`src/rtl/bf_norm_div_if.sv`:
```
// Handshake bundle for bf_norm_div.
// Purpose : carries the tap stream in and the normalized pixel out.
// Signals : in_valid/in_ready/prod/wgt  (tap side)
//           out_valid/out_ready/out_pix (pixel side)
// Modports: slave  - the divider block
//           master - the producer/consumer driving it (e.g. a testbench)
interface bf_norm_div_if;
    localparam int unsigned PROD_W = 22;
    localparam int unsigned WGT_W  = 14;
    localparam int unsigned PIX_W  = 8;

    logic              in_valid;
    logic              in_ready;
    logic [PROD_W-1:0] prod;
    logic [WGT_W-1:0]  wgt;
    logic              out_valid;
    logic              out_ready;
    logic [PIX_W-1:0]  out_pix;

    modport slave  (input  in_valid, prod, wgt, out_ready,
                    output in_ready, out_valid, out_pix);
    modport master (output in_valid, prod, wgt, out_ready,
                    input  in_ready, out_valid, out_pix);
endinterface

```
`src/rtl/bf_norm_div.sv`:
```
// Bilateral-filter normalizer: accumulates TAPS weighted products and weights,
// then divides sum(prod) by sum(wgt) with an 8-step restoring divider.
// Ports : clk, rst_n (async, active-low), bus (bf_norm_div_if.slave)
// Params: TAPS  - taps per output pixel
//         CNT_W - tap counter width (TAPS <= 2**CNT_W)
// Config: define BF_ROUND_EN to round half-up (dividend = num + den/2);
//         otherwise the quotient is truncated. Latency is identical.
module bf_norm_div #(
    parameter int unsigned TAPS  = 121,
    parameter int unsigned CNT_W = 7
) (
    input  logic          clk,
    input  logic          rst_n,
    bf_norm_div_if.slave  bus
);
    localparam int unsigned PROD_W = 22;
    localparam int unsigned WGT_W  = 14;
    localparam int unsigned NUM_W  = 29;
    localparam int unsigned DEN_W  = 21;
    localparam int unsigned REM_W  = 30;
    localparam int unsigned PIX_W  = 8;
    localparam int unsigned STEP_W = 4;

    typedef enum logic [1:0] {ST_ACC, ST_DIV, ST_OUT} state_t;

    state_t             state_q, state_d;
    logic [NUM_W-1:0]   num_q, num_d;
    logic [DEN_W-1:0]   den_q, den_d;
    logic [CNT_W-1:0]   cnt_q, cnt_d;
    logic [STEP_W-1:0]  step_q, step_d;
    logic [REM_W-1:0]   rem_q, rem_d;
    logic [PIX_W-1:0]   quo_q, quo_d;
    logic               zero_q, zero_d;
    logic               sat_q, sat_d;
    logic               in_ready_q, in_ready_d;
    logic               out_valid_q, out_valid_d;
    logic [PIX_W-1:0]   out_pix_q, out_pix_d;

    logic [REM_W-1:0]   dividend_c;
    logic [REM_W-1:0]   den_sh_c;
    logic [2:0]         bit_c;

    // Dividend seen by the divider when it is loaded.
    always_comb begin
`ifdef BF_ROUND_EN
        dividend_c = REM_W'(num_q) + REM_W'(den_q >> 1);
`else
        dividend_c = REM_W'(num_q);
`endif
    end

    // DIV step 0 loads the divider; steps 1..8 resolve quotient bits 7..0.
    always_comb begin
        bit_c    = 3'(STEP_W'(8) - step_q);
        den_sh_c = REM_W'(den_q) << bit_c;
    end

    // Next-state and datapath.
    always_comb begin
        state_d     = state_q;
        num_d       = num_q;
        den_d       = den_q;
        cnt_d       = cnt_q;
        step_d      = step_q;
        rem_d       = rem_q;
        quo_d       = quo_q;
        zero_d      = zero_q;
        sat_d       = sat_q;
        out_valid_d = out_valid_q;
        out_pix_d   = out_pix_q;

        case (state_q)
            ST_ACC: begin
                if (bus.in_valid && in_ready_q) begin
                    num_d = num_q + NUM_W'(bus.prod);
                    den_d = den_q + DEN_W'(bus.wgt);
                    if (cnt_q == CNT_W'(TAPS - 1)) begin
                        cnt_d   = '0;
                        step_d  = '0;
                        state_d = ST_DIV;
                    end else begin
                        cnt_d = cnt_q + CNT_W'(1);
                    end
                end
            end
            ST_DIV: begin
                step_d = step_q + STEP_W'(1);
                if (step_q == '0) begin
                    // Load; a quotient of 256 or more cannot fit in 8 bits.
                    rem_d  = dividend_c;
                    quo_d  = '0;
                    zero_d = (den_q == '0);
                    sat_d  = (den_q != '0) && (dividend_c >= (REM_W'(den_q) << 8));
                end else begin
                    if (rem_q >= den_sh_c) begin
                        rem_d        = rem_q - den_sh_c;
                        quo_d[bit_c] = 1'b1;
                    end
                    if (step_q == STEP_W'(8)) begin
                        state_d     = ST_OUT;
                        out_valid_d = 1'b1;
                        out_pix_d   = zero_q ? '0 : (sat_q ? '1 : quo_d);
                    end
                end
            end
            ST_OUT: begin
                if (bus.out_ready) begin
                    state_d     = ST_ACC;
                    out_valid_d = 1'b0;
                    num_d       = '0;
                    den_d       = '0;
                    cnt_d       = '0;
                end
            end
            default: state_d = ST_ACC;
        endcase

        in_ready_d = (state_d == ST_ACC);
    end

    always_ff @(posedge clk or negedge rst_n) begin
        if (!rst_n) begin
            state_q     <= ST_ACC;
            num_q       <= '0;
            den_q       <= '0;
            cnt_q       <= '0;
            step_q      <= '0;
            rem_q       <= '0;
            quo_q       <= '0;
            zero_q      <= 1'b0;
            sat_q       <= 1'b0;
            in_ready_q  <= 1'b1;
            out_valid_q <= 1'b0;
            out_pix_q   <= '0;
        end else begin
            state_q     <= state_d;
            num_q       <= num_d;
            den_q       <= den_d;
            cnt_q       <= cnt_d;
            step_q      <= step_d;
            rem_q       <= rem_d;
            quo_q       <= quo_d;
            zero_q      <= zero_d;
            sat_q       <= sat_d;
            in_ready_q  <= in_ready_d;
            out_valid_q <= out_valid_d;
            out_pix_q   <= out_pix_d;
        end
    end

    assign bus.in_ready  = in_ready_q;
    assign bus.out_valid = out_valid_q;
    assign bus.out_pix   = out_pix_q;
endmodule

```
`src/flat_wrapper.sv`:
```
// flat-port wrapper written by rule: the top's interface ports become plain ports
module bf_norm_div_flat 
#(
    parameter int unsigned TAPS  = 121,
    parameter int unsigned CNT_W = 7
)
  (clk, rst_n, bus_in_valid, bus_prod, bus_wgt, bus_out_ready, bus_in_ready, bus_out_valid, bus_out_pix);
  bf_norm_div_if bus_i ();
  input  logic clk;
  input  logic rst_n;
  input wire logic [$bits(bus_i.in_valid)-1:0] bus_in_valid;
  input wire logic [$bits(bus_i.prod)-1:0] bus_prod;
  input wire logic [$bits(bus_i.wgt)-1:0] bus_wgt;
  input wire logic [$bits(bus_i.out_ready)-1:0] bus_out_ready;
  output wire logic [$bits(bus_i.in_ready)-1:0] bus_in_ready;
  output wire logic [$bits(bus_i.out_valid)-1:0] bus_out_valid;
  output wire logic [$bits(bus_i.out_pix)-1:0] bus_out_pix;
  assign bus_i.in_valid = bus_in_valid;
  assign bus_i.prod = bus_prod;
  assign bus_i.wgt = bus_wgt;
  assign bus_i.out_ready = bus_out_ready;
  assign bus_in_ready = bus_i.in_ready;
  assign bus_out_valid = bus_i.out_valid;
  assign bus_out_pix = bus_i.out_pix;
  bf_norm_div #(.TAPS(TAPS), .CNT_W(CNT_W)) u_core (.clk(clk), .rst_n(rst_n), .bus(bus_i));
endmodule
```
`config.mk`:
```
export PLATFORM = sky130hd
export DESIGN_NAME = bf_norm_div_flat
export DESIGN_NICKNAME = d
export VERILOG_FILES = /design/src/rtl/bf_norm_div_if.sv /design/src/rtl/bf_norm_div.sv /design/src/flat_wrapper.sv
export SDC_FILE = /design/constraint.sdc
export NUM_CORES = 1
export LEC_CHECK = 0
export ABC_AREA = 1
export BUFFER_PORTS_ARGS = -buffer_cell sky130_fd_sc_hd__buf_2
export CORE_UTILIZATION = 30
export CTS_CLUSTER_DIAMETER = 60
export DETAILED_ROUTE_END_ITERATION = 6
export PLACE_DENSITY = 0.54
export RECOVER_POWER = 100
export SLEW_MARGIN = 20
export SYNTH_ARGS = -nofsm -noshare
export SYNTH_HDL_FRONTEND = slang
export SYNTH_SLANG_ARGS = --single-unit
```
`constraint.sdc`:
```
create_clock -name clk -period 5.3 [get_ports clk]
set_input_delay 0 -clock clk [delete_from_list [all_inputs] [get_ports clk]]
set_output_delay 0 -clock clk [all_outputs]
set_load 0.03 [all_outputs]
```
Yosys cells after proc, flatten, opt, wreduce, memory -nomap -nowiden:

Index checks and enable logic that the tools add are counted.

* register bits: 113
* bits in latches: 0
* bits in writable memories: 0
* ROM bits: 0
* bits of input ports: 40
* output and inout bits: 10
* word-level logic and storage cells: 83
* memories: 0

* $add $sub $neg: 6
* multiply operators: 0
* div/mod/pow operators: 0
* magnitude comparators: 4
* equality and inequality tests: 9
* shift operators: 1
* multiplexer cells: 31
* bitwise gates (word level): 2
* reduce and logical (&&, ||, !) cells: 18

Operator list (number)
* $mux 30: 2
* $mux 29: 2
* $pmux 29 s2: 1
* $mux 21: 2
* $pmux 21 s2: 1
* $mux 8: 4
* $ge 30x30->1: 1
* $shl 21x3->30: 1
* $sub 30x30->30: 1
* $add 29x22->29: 1
* $ge 29x29->1: 1
* $add 21x14->21: 1
* $logic_not 21->1: 1
* $mux 7: 3
* $reduce_bool 21->1: 1
* $pmux 7 s2: 1
* $mux 2: 5
* $reduce_and 3->1: 3
* $mux 4: 2
* $or 8x8->8: 1
* $pmux 4 s2: 1
* $reduce_bool 2->1: 4
* $add 7x1->7 const B: 1
* $eq 7x7->1 const B: 1
* 19 further kinds: 29

Depth between registers and ports, before layout:

* depth after elaboration: 9
* depth in mapped cells: 27
* gate-level depth less buffers: 24

Worst setup path before layout:

OpenSTA, ideal clock, no wires.

* path kind: register -> register
* from: reg u_core.step_q[0]
* to: reg u_core.rem_q[25]
* setup time: 0.065 ns
* arrival time: 3.255 ns
* setup slack: 1.980 ns
* cell stages (with the launch flop): 24
* period minus slack after synthesis: 3.320 ns
* cells stage by stage: dfrtp_1 -> clkbuf_1 -> buf_2 -> inv_2 -> ha_1 -> inv_2 -> buf_1 -> o21ai_0 -> o21ai_0 -> inv_1 -> ha_1 -> nand2_2 -> nor2_4 -> nand2_2 -> nor2_2 -> nand2_1 -> nand2_1 -> nor2_2 -> nand2_4 -> nand2_4 -> nand2_4 -> buf_12 -> nand3_1 -> nand2_1

* longest elaborated chain between the ends: 5
* elaborated cells on any way between the ends: 9

RTL lines
* from (decl): RTL line bf_norm_div.sv:30 `logic [STEP_W-1:0] step_q, step_d;`
* from (signal assigned): RTL line bf_norm_div.sv:140 `step_q <= step_d;`
* $sub 1x3->3: RTL line bf_norm_div.sv:54 `bit_c = 3'(STEP_W'(8) - step_q);`
* $shl 21x3->30: RTL line bf_norm_div.sv:55 `den_sh_c = REM_W'(den_q) << bit_c;`
* $sub 30x30->30 / $ge 30x30->1 (equally long branches): RTL line bf_norm_div.sv:96, bf_norm_div.sv:95
* $mux 30 / $reduce_bool 2->1 (equally long branches)
* $mux 30 / $reduce_and 2->1 (equally long branches)
* to (signal assigned): RTL line bf_norm_div.sv:141 `rem_q <= rem_d;`
* to (decl): RTL line bf_norm_div.sv:31 `logic [REM_W-1:0] rem_q, rem_d;`

Parallel ways exist; a longest one is shown, timed or not. The select of a mux whose other input is x is not followed.
A chain may end at the register's enable or synchronous reset.

Worst setup path in the final report:

* from: reg u_core.step_q[0]
* to: reg u_core.rem_q[1]

The elaborated chain is that of the path after synthesis.

==> impl_metrics.toml <==
[worst_hold_path]
min_from = "bus_prod[1]"
whs_endpoint = "u_core.num_q[1]$_DFFE_PN0P_"
worstHoldPathCells = 3
hold_path.class = "input port to register"

[outcome]
violations = "max-capacitance violations, max-slew violations"
status = "complete, but fails checks"

[clock_tree]
cts_tree = "done"
cts_buffer_depth = 2
insertion_delay_ns = 0.44
cts.reportedPaths.clkPinSlew_ns = 0.06
postCtsSetupBuffers = 0
h-tree-depth = 4
cts-buffers-inserted = 17
clockRootBuffer = "clkbuf_16"
cts.sinks = 113

[placement]
port_buffers = 49
place_hpwl_mm = 27.6
placed_cell_area_sq_um = 11400
gp_congestion = 0.977

[timing]
timing.final.crit_share = 0.842
hold_viol_final = 0
fin_skew_ns = 0.0125
slew_headroom = -1.41
report.final.slew_viol_count = 104
setup_tns_ns = 0
setup_viol = 0
fmax_mhz = 224
period_minus_slack_ns = 4.46
worstMarginPinSlew_ns = 3.61
rsz0062_at_grt = "no"

[power_and_ir_drop]
ir_worst_vdd_mv = 0.228
p_sw_frac = 0.515
intPower_uw = 3290
powerDensity_nw_per_um2 = 565
clockPowerShare = 0.191
fin_total_pwr_uw = 6790
p_comb_frac = 0.599
p_leak_uw = 0.00668
switchingPower_uw = 3500
pwr-share-seq = 0.210

[synth]
synth_edf_count = 0
async_flop_share = 1.00
seq_area_frac_synth = 0.264
synth_fp_nets = 1862
yosys_warnings = 0
ys.flop_type = "dfrtp_1"
ys_types = 52
netlist_instances = 1730
syn_area_sq_um = 10700
ys_seq_elements = 113
synth_area_per_cell_sq_um = 6.20

[grt]
first_global_vias = 10800
grt_antenna_before_repair = 1
groute.usage.overall = 0.199
grt_overflow = 0
grt_pass1_wl_mm = 56.2
grt_max_degree = 61

[setup_path]
endpoint_kind = "register"
reg2reg_depth = 24
crit_required_ns = 5.66
cp_max_fo = 30
r2r_slack_ns = 0.84
startpoint_type = "register"
crit_type = "register to register"
crit_arrival_ns = 4.82
timing.rr.start = "u_core.step_q[0]$_DFFE_PN0P_"
reg2reg_to = "u_core.rem_q[1]$_DFFE_PN0P_"

[drt]
ant_nets = 0
routed_via_density = 4.95
drtIter0Drc = 658
routed_wl_mm = 34.8
wl_per_cell_microns = 15.6
drc_errors = 0
drt_first_pass_iters = 5
vias = 11100

[floorplanning]
dieArea_sq_um = 36500
io_pins = 50
die_w_microns = 191
initial_core_util = 0.307
die_h_microns = 191
rows = 68
core_area_sq_um = 34900

[layout]
insertedDiodeCount = 0
area.growth.synth_to_final_pct = 12.0
drive_gt1_frac = 0.0596
design_area_sq_um = 12000
nets = 1900
final_util = 0.344
final_cell_mix = "nand2_1, inv_1, nor2_1, o21ai_0, dfrtp_1"
layout_commonest_cell = "nand2_1"

[run]
drv_cap = 2
==> per-layer routing <==
metal	vias up	share of wire	global-route usage
met5	-	0	0
met2	251	0.45	0.321
li1	5639	-	-
met3	67	0.035	0.0224
met1	5113	0.47	0.264
met4	0	0.038	0.0904
==> area by class of cell <==
type | instances | area [sq um]
flip-flops and latches | 113 | 2830
clock inverters | 11 | 185
well taps | 455 | 569
inverters | 251 | 947
repair buffers | 58 | 308
fillers | 3848 | 22900
clock buffers | 20 | 457
multi-input cells | 1327 | 6720
==> power by group through the flow <==
| stage | Combinational, uW | Sequential [uW] | Clock, uW |
|---|---|---|---|
| floorplan | 3020 | 1270 | 0 |
| global placement | 3980 | 1420 | 0 |
| detailed placement | 4020 | 1430 | 0 |
| CTS | 4040 | 1410 | 1320 |
| global route | 4640 | 1450 | 1350 |
| finish | 4070 | 1420 | 1300 |
==> state kept, by name, summed over array words and instances (netlist names), 2 cells and up <==
register and cells:
u_core.num_q 29, u_core.cnt_q 7, u_core.den_q 21, u_core.step_q 4, u_core.quo_q 8, u_core.rem_q 30, u_core.bus.out_pix 8, u_core.state_q 2
==> cell families after synthesis <==
family,after synthesis,share of synthesized area
flops,113,0.264
buf+inv,290,0.107
mux,7,0.00653
simple gates,938,0.365
compound gates,280,0.140
fa+ha+maj,92,0.109
xor+xnor,10,0.00817
==> what timing repair did <==
item / CTS / global route
hold buffers: 5 / 0
hold endpoints to repair: 63 / 0
resized for setup: 0 / 0
endpoints found under the setup margin: 0 / 0
==> cells in the mapped netlist, types with 5 or more instances <==
cell type,count,area (sq um)
a21o_1,7,52.6
a21oi_1,102,510
buf_1,5,18.8
buf_2,10,50.1
clkbuf_1,18,67.6
dfrtp_1,112,2800
ha_1,89,1110
inv_1,245,920
mux2i_1,7,70.1
nand2_1,610,2290
nand2_2,10,62.6
nand3_1,106,531
nand4_1,21,131
nor2_1,130,488
nor2_2,9,56.3
nor3_1,18,90.1
nor4_1,7,43.8
o21ai_0,127,636
o21ai_1,5,25.0
o22ai_1,16,100
or2_2,9,56.3
xnor2_1,6,52.6
==> how the worst max path moves through the flow <==
stage	from	end	slack [ns]
5_1_grt	u_core.step_q[0]$_DFFE_PN0P_	u_core.rem_q[27]$_DFFE_PN0P_	0.40
3_3_place_gp	u_core.step_q[0]$_DFFE_PN0P_	u_core.rem_q[29]$_DFFE_PN0P_	0.82
2_1_floorplan	u_core.step_q[0]$_DFFE_PN0P_	u_core.rem_q[25]$_DFFE_PN0P_	1.98
4_1_cts	u_core.step_q[0]$_DFFE_PN0P_	u_core.rem_q[29]$_DFFE_PN0P_	1.18
6_report	u_core.step_q[0]$_DFFE_PN0P_	u_core.rem_q[1]$_DFFE_PN0P_	0.84
3_5_place_dp	u_core.step_q[0]$_DFFE_PN0P_	u_core.rem_q[13]$_DFFE_PN0P_	1.18
==> critical path, stage by stage (launching register included) <==
cell and delay [ns]:
dfrtp_1 0.37, inv_1 0.18, ha_1 0.18, inv_1 0.04, or2_0 0.32, nand2_1 0.11, buf_4 0.23, inv_1 0.30
nor2_1 0.46, inv_1 0.11, nor2_1 0.20, inv_1 0.07, ha_1 0.32, nand2_1 0.07, nor2_1 0.11, nand2_1 0.10
nor2_1 0.10, nand2_1 0.06, nand2_1 0.06, nor2_1 0.05, nand2_1 0.30, nand2_4 0.08, nand2_4 0.33, nand2_1 0.12
o21ai_2 0.07
==> through the flow <==
stage | cells | setup slack (ns) | hold WS, ns
2_1_floorplan | 1730 | 1.98 | -0.296
3_3_place_gp | 2199 | 0.822 | 0.171
3_5_place_dp | 2199 | 1.18 | 0.173
4_1_cts | 2235 | 1.18 | 0.0200
5_1_grt | 2235 | 0.398 | 0.0429
6_report | 2235 | 0.837 | 0.0312
(Power assumes the default switching activity.)
